### src/rtl/postproc_pkg.sv
// ---------------------------------------------------------------------------
// postproc_pkg
// Shared definitions for the disparity post-processing blocks.
//   DISP_WIDTH / WIN_SIZE / X_WIDTH : default pixel width, window size and
//                                     x-coordinate width.
//   ST_* : state encoding for the window reader FSM.
//   win_pix_idx : flat index of pixel (c,r) in a NUM_COL x NUM_COL window.
// ---------------------------------------------------------------------------
package postproc_pkg;

  localparam int DISP_WIDTH = 16;
  localparam int WIN_SIZE   = 5;
  localparam int X_WIDTH    = 11;

  localparam logic [1:0] ST_IDLE  = 2'd0;
  localparam logic [1:0] ST_FILL  = 2'd1;
  localparam logic [1:0] ST_RUN   = 2'd2;
  localparam logic [1:0] ST_FLUSH = 2'd3;

  // Column c, line r lives at pixel slot c*num_col + r of the flat window.
  function automatic int win_pix_idx(input int c, input int r, input int num_col);
    return c * num_col + r;
  endfunction

endpackage

### src/rtl/win_col_shifter.sv
// ---------------------------------------------------------------------------
// win_col_shifter
// NUM_COL-column horizontal shift register holding the window under
// construction. Column 0 is the oldest; a shift drops column 0 and inserts
// the new column at NUM_COL-1.
//   clk, rst   : clock, asynchronous active-high reset
//   shift_i    : shift one column in this cycle
//   clr_i      : synchronous clear (wins over shift)
//   zero_i     : insert an all-zero column instead of col_i
//   col_i      : incoming column, line r at [r*WIDTH +: WIDTH]
//   shifted_o  : contents as they will be after a shift (combinational),
//                used by the parent to register the emitted window
// ---------------------------------------------------------------------------
module win_col_shifter
  import postproc_pkg::*;
#(
  parameter int WIDTH   = DISP_WIDTH,
  parameter int NUM_COL = WIN_SIZE
) (
  input  logic                             clk,
  input  logic                             rst,
  input  logic                             shift_i,
  input  logic                             clr_i,
  input  logic                             zero_i,
  input  logic [WIDTH*NUM_COL-1:0]         col_i,
  output logic [WIDTH*NUM_COL*NUM_COL-1:0] shifted_o
);

  // Distance between consecutive columns in the flat window vector.
  localparam int COL_W = win_pix_idx(1, 0, NUM_COL) * WIDTH;
  localparam int WIN_W = COL_W * NUM_COL;

  logic [WIN_W-1:0] cols_q;
  logic [COL_W-1:0] new_col;

  assign new_col   = zero_i ? '0 : col_i;
  assign shifted_o = {new_col, cols_q[WIN_W-1:COL_W]};

  // NOTE: the window storage is reset like any control register so the
  // left-border padding is zero even for the first line after reset.
  always_ff @(posedge clk or posedge rst) begin
    if (rst) begin
      cols_q <= '0;
    end else if (clr_i) begin
      cols_q <= '0;
    end else if (shift_i) begin
      // NOTE: non-blocking assignment so every flop samples pre-edge values.
      cols_q <= shifted_o;
    end
  end

endmodule

### src/rtl/disp_window_reader.sv
// ---------------------------------------------------------------------------
// disp_window_reader
// Consumes one vertical disparity column per accepted beat and emits one
// NUM_COL x NUM_COL window per image column, zero padded at both borders.
//   clk, rst   : clock, asynchronous active-high reset
//   clken      : global stall; all state holds when low
//   img_width  : pixels per line, latched on the first column of a line
//   col_in     : column, line r at [r*WIDTH +: WIDTH], r=0 is the top line
//   col_valid  : col_in valid
//   col_ready  : low while flushing the right border
//   win_out    : window, pixel (c,r) at [(c*NUM_COL+r)*WIDTH +: WIDTH]
//   win_valid  : win_out valid (qualified by clken downstream)
//   center_x   : x of window column c=R
//   line_end   : set with the last window of a line
// ---------------------------------------------------------------------------
module disp_window_reader
  import postproc_pkg::*;
#(
  parameter int WIDTH   = DISP_WIDTH,
  parameter int NUM_COL = WIN_SIZE,
  parameter int XWIDTH  = X_WIDTH
) (
  input  logic                             clk,
  input  logic                             rst,
  input  logic                             clken,
  input  logic [XWIDTH-1:0]                img_width,
  input  logic [WIDTH*NUM_COL-1:0]         col_in,
  input  logic                             col_valid,
  output logic                             col_ready,
  output logic [WIDTH*NUM_COL*NUM_COL-1:0] win_out,
  output logic                             win_valid,
  output logic [XWIDTH-1:0]                center_x,
  output logic                             line_end
);

  localparam int WIN_W = WIDTH * NUM_COL * NUM_COL;
  localparam int R     = (NUM_COL - 1) / 2;

  localparam logic [XWIDTH-1:0] R_X    = XWIDTH'(R);
  localparam logic [XWIDTH-1:0] ONE_X  = XWIDTH'(1);
  localparam logic [XWIDTH-1:0] LAST_F = XWIDTH'(R - 1);

  logic [1:0]        state_q, state_d;
  logic [XWIDTH-1:0] x_q, x_d;      // index of the next column to accept
  logic [XWIDTH-1:0] w_q, w_d;      // latched line width
  logic [XWIDTH-1:0] f_q, f_d;      // flush step

  logic [WIN_W-1:0]  win_q;
  logic              valid_q;
  logic [XWIDTH-1:0] cx_q;
  logic              le_q;

  logic              accept;
  logic              shift_en;
  logic              shift_zero;
  logic              shift_clr;
  logic              emit;
  logic              emit_le;
  logic [XWIDTH-1:0] emit_cx;
  logic [WIN_W-1:0]  shifted;

  assign col_ready = (state_q != ST_FLUSH);
  assign accept    = clken & col_valid & col_ready;

  win_col_shifter #(
    .WIDTH   (WIDTH),
    .NUM_COL (NUM_COL)
  ) u_shifter (
    .clk       (clk),
    .rst       (rst),
    .shift_i   (shift_en),
    .clr_i     (shift_clr),
    .zero_i    (shift_zero),
    .col_i     (col_in),
    .shifted_o (shifted)
  );

  always_comb begin
    // NOTE: every output of this block gets a default so no latch is inferred.
    state_d    = state_q;
    x_d        = x_q;
    w_d        = w_q;
    f_d        = f_q;
    shift_en   = 1'b0;
    shift_zero = 1'b0;
    shift_clr  = 1'b0;
    emit       = 1'b0;
    emit_le    = 1'b0;
    emit_cx    = '0;

    case (state_q)
      ST_IDLE: begin
        if (accept) begin
          w_d      = img_width;
          shift_en = 1'b1;
          x_d      = ONE_X;
          f_d      = '0;
          // A one-pixel line is already complete; go straight to flushing.
          state_d  = (img_width == ONE_X) ? ST_FLUSH : ST_FILL;
        end
      end

      ST_FILL: begin
        if (accept) begin
          shift_en = 1'b1;
          x_d      = x_q + ONE_X;
          if (x_q == R_X) begin
            emit    = 1'b1;
            emit_cx = '0;
            state_d = ST_RUN;
          end
          // Narrow lines (W <= R) end before the window fills; still terminate.
          if (x_q == w_q - ONE_X) begin
            f_d     = '0;
            state_d = ST_FLUSH;
          end
        end
      end

      ST_RUN: begin
        if (accept) begin
          shift_en = 1'b1;
          x_d      = x_q + ONE_X;
          emit     = 1'b1;
          emit_cx  = x_q - R_X;
          if (x_q == w_q - ONE_X) begin
            f_d     = '0;
            state_d = ST_FLUSH;
          end
        end
      end

      default: begin  // ST_FLUSH: shift zeros in for the right border
        if (clken) begin
          shift_en   = 1'b1;
          shift_zero = 1'b1;
          emit       = 1'b1;
          emit_cx    = w_q - R_X + f_q;
          f_d        = f_q + ONE_X;
          if (f_q == LAST_F) begin
            // The window is taken from the shifted value while the register
            // itself is cleared, ready for the next line's left padding.
            emit_le   = 1'b1;
            shift_clr = 1'b1;
            x_d       = '0;
            state_d   = ST_IDLE;
          end
        end
      end
    endcase
  end

  always_ff @(posedge clk or posedge rst) begin
    if (rst) begin
      state_q <= ST_IDLE;
      x_q     <= '0;
      w_q     <= '0;
      f_q     <= '0;
      win_q   <= '0;
      valid_q <= 1'b0;
      cx_q    <= '0;
      le_q    <= 1'b0;
    end else if (clken) begin
      state_q <= state_d;
      x_q     <= x_d;
      w_q     <= w_d;
      f_q     <= f_d;
      valid_q <= emit;
      le_q    <= emit_le;
      if (emit) begin
        win_q <= shifted;
        cx_q  <= emit_cx;
      end
    end
  end

  assign win_out   = win_q;
  assign win_valid = valid_q;
  assign center_x  = cx_q;
  assign line_end  = le_q;

endmodule

### config.mk
export PLATFORM = sky130hd
export DESIGN_NAME = disp_window_reader
export DESIGN_NICKNAME = d
export VERILOG_FILES = /design/src/rtl/postproc_pkg.sv /design/src/rtl/win_col_shifter.sv /design/src/rtl/disp_window_reader.sv
export SDC_FILE = /design/constraint.sdc
export NUM_CORES = 2
export LEC_CHECK = 0
export CAP_MARGIN = 20
export CORE_MARGIN = 8
export CORE_UTILIZATION = 48
export CTS_CLUSTER_SIZE = 28
export DETAILED_ROUTE_END_ITERATION = 10
export PLACE_DENSITY_LB_ADDON = 0.08
export SLEW_MARGIN = 20
export SYNTH_ARGS = -nofsm -noshare
export SYNTH_HDL_FRONTEND = slang
export SYNTH_SLANG_ARGS = --single-unit
### constraint.sdc
create_clock -name clk -period 26.8 [get_ports clk]
set_input_delay 4.02 -clock clk [delete_from_list [all_inputs] [get_ports clk]]
set_output_delay 4.02 -clock clk [all_outputs]
set_load 0.02 [all_outputs]
==> flow_summary.json <==
{
  "setup_violations": 0,
  "async_flop_share_pct": 100,
  "period_needed_ns": 7.45,
  "dieHeight_um": 269,
  "gr-total-overflow": 0,
  "relSlewSlack_pct": 24.5,
  "cts_tree": "built",
  "wire_per_inst_um": 19.9,
  "drt-pass1-iter-count": 5,
  "start_util_pct": 48.6,
  "start_kind": "input port",
  "rows": 92,
  "max_freq_mhz": 134,
  "final_layout_size_suffix_gt1_share_pct": 4.77,
  "cts_resized": 0,
  "power.leakage_uw": 0.0187,
  "peakVddDrop_uv": 67.5,
  "cts_root_buffer": "clkbuf_16",
  "synthesis.area_sq_mm": 0.0307,
  "post-cts-setup-buffers": 0,
  "syn_nets": 3464,
  "postRouteAntennaNets": 0,
  "grt_max_degree": 229,
  "grt_usage_pct": 25.1,
  "report.final.slew_viol_count": 0,
  "power_density_mw_per_mm2": 137,
  "core-area_sq_mm": 0.0632,
  "yosysMostFrequentCell": "nand2_1",
  "avgSynthCellArea_sq_um": 9.21,
  "critPathSlowestCell": "buf_4",
  "max_stage_delay_ns": 0.91,
  "holdWs_ns": 0.442,
  "hp-class": "reg2reg",
  "crit_chain": "clkdlybuf4s50_1, nor2b_1, o21a_4, buf_4, buf_4, nand2_1, nand2_1",
  "synth-edff-count": 0,
  "die_area_sq_mm": 0.0724,
  "critPathRequiredTime_ns": 27.35,
  "hold_path_startpoint": "u_shifter.cols_q[149]",
  "antenna_found_initial": 2,
  "postCtsHoldBufs": 0,
  "grtUsageMet2_pct": 40.3,
  "synth_commonest_cells": "nand2_1, dfrtp_1, a21oi_1",
  "syn_inst": 3338,
  "worstReg2RegStart": "x_q[6]",
  "drv_cap": 0,
  "wirelength_um": 92200,
  "ys_seq_area_share_pct": 62.5,
  "critPathKind": "in2reg",
  "tightestPinTransition_ns": 1.13,
  "viasPerCell": 5.27,
  "synth_top_area_share_pct": 62.5,
  "yosysWarnings": 0,
  "synthTopCellsByArea": "dfrtp_1, nand2_1, a21oi_1, a22o_1, clkbuf_1",
  "ys_ff_latch": 768,
  "chipWidth_um": 269,
  "setup.worst_path.start": "col_valid",
  "synth_top_area_cell": "dfrtp_1",
  "drc_errors": 0,
  "grt_pass1_wl_um": 144000,
  "final.period_utilization_pct": 27.8,
  "use_met3_pct": 6.40,
  "h-tree-depth": 3,
  "cp_max_fo": 95,
  "clock_latency_ns": 0.61,
  "outcome": "finished, final reports clean",
  "arrival_ns": 7.99,
  "synth-main-ff-cell": "dfrtp_1",
  "crit_path_end_kind": "flop",
  "gp_congestion": 0.849,
  "setup_tns_ns": 0,
  "synth_cell_types": 53,
  "io_pins": 509,
  "rsz0062_at_grt": "false",
  "use_met1_pct": 32.7,
  "grt_pass1_vias": 24500,
  "skew_ns": 0.0259,
  "top_usage_layer": "met2",
  "cts_buffers": 79,
  "clk_path_buf_depth": 3,
  "first_iter_violations": 2121,
  "layout.nets": 3867,
  "clkTransAtPathRegs_ns": 0.06,
  "portBuffers": 508,
  "dp_hpwl_um": 59700,
  "route.vias.total": 24500,
  "areaGrowthSynthToFinish_pct": 26.9,
  "hold_violations": 0,
  "numClockSinks": 768
}
-- area by class of cell --
type                            count  area [sq um]
Fill cell                        5308         24200
Sequential cell                   768         19200
Multi-Input combinational cell   2307         10500
Timing Repair Buffer              535          5390
Clock buffer                      110          2330
Tap cell                          846          1060
Clock inverter                     27           310
Inverter                           50           195
Antenna cell                        1          2.50
-- final timing paths --
| path | to | slack (ns) | depth (start not counted) |
|---|---|---|---|
| worst min register to register | win_out[69] | 0.44 | 2 |
| worst max-delay path | win_out[89] | 19.35 | 7 |
| max in group asynchronous | win_out[252] | 19.40 | 5 |
| worst max register to register | win_out[89] | 21.69 | 9 |
| worst min-delay path | win_out[69] | 0.44 | 2 |
| min in group asynchronous | win_out[57] | 3.97 | 2 |
-- worst max-delay path: cells and delay by family --
| family | cells | cell delay (ns) |
|---|---|---|
| AND/OR/NAND/NOR | 3 | 0.62 |
| buffers and inverters | 3 | 2.37 |
| AO/OA/AOI/OAI | 1 | 0.79 |
-- where the power goes --
| group | internal, uW | switching (uW) |
|---|---|---|
| Clock | 663 | 458 |
| Combinational | 893 | 1240 |
| Sequential | 1680 | 396 |
-- state kept, by name, summed over array words and instances, names as in the netlist --
signal            flops
f_q                  11
win_valid             1
center_x             11
u_shifter.cols_q    320
w_q                  11
state_q               2
x_q                  11
win_out             400
line_end              1
-- per-stage QoR --
stage / setup WS [ns] / area (sq um) / total power, uW / util (%) / std cells
finish: 19.35 / 39000 / 5330 / 61.7 / 4644
global route: 18.80 / 39000 / 5650 / 61.7 / 4643
CTS: 19.33 / 38900 / 5370 / 61.6 / 4640
detailed placement: 18.69 / 36300 / 4220 / 57.4 / 4503
global placement: 18.74 / 36300 / 4170 / 57.4 / 4503
floorplan: 1.22 / 30700 / 3180 / - / 3338
-- layout by cell type (no fill, tap or decap), types with 3 or more instances in the layout --
cell type,n
dfrtp_1,768
nand4_1,7
bufinv_16,6
o31ai_1,6
a221oi_1,8
a31oi_1,7
clkdlybuf4s50_1,508
a21o_1,6
and3_1,4
nor4b_1,3
xor2_1,12
xnor2_1,19
buf_16,3
a21oi_1,339
nor2_1,45
clkbuf_8,19
nor3_1,9
o22ai_1,3
clkinv_2,17
nand2_1,1622
o21ai_0,22
buf_4,19
o41ai_1,5
or3_1,3
nand3_1,12
nor4_1,9
buf_12,3
nor2b_1,5
or4_1,4
inv_1,49
nor2_4,5
a22o_1,80
ha_1,30
mux2_2,13
clkbuf_16,81
clkbuf_1,10
-- cell families (layout without fill, tap and decap cells) --
| logic type | Yosys count | count (layout) | synth area share [%] |
|---|---|---|---|
| DFF | 768 | 768 | 62.5 |
| muxes | 14 | 14 | 0.509 |
| and+or+nand+nor | 1737 | 1737 | 21.8 |
| AOI/OAI and AO/OA | 494 | 494 | 9.48 |
| xor gates and xnor gates | 31 | 31 | 0.883 |
| other | 0 | 1 | 0 |
| adders and majority gates | 31 | 31 | 1.29 |
| buffers and inverters | 263 | 722 | 3.51 |
-- layer usage --
layer  share of wire, %  vias to the layer above
met4                3.4                        0
li1                   -                    11500
met3                7.5                      142
met1                 41                    12100
met5                  0                        -
met2                 48                      778
Note: power is estimated with default switching activity, not from simulation.
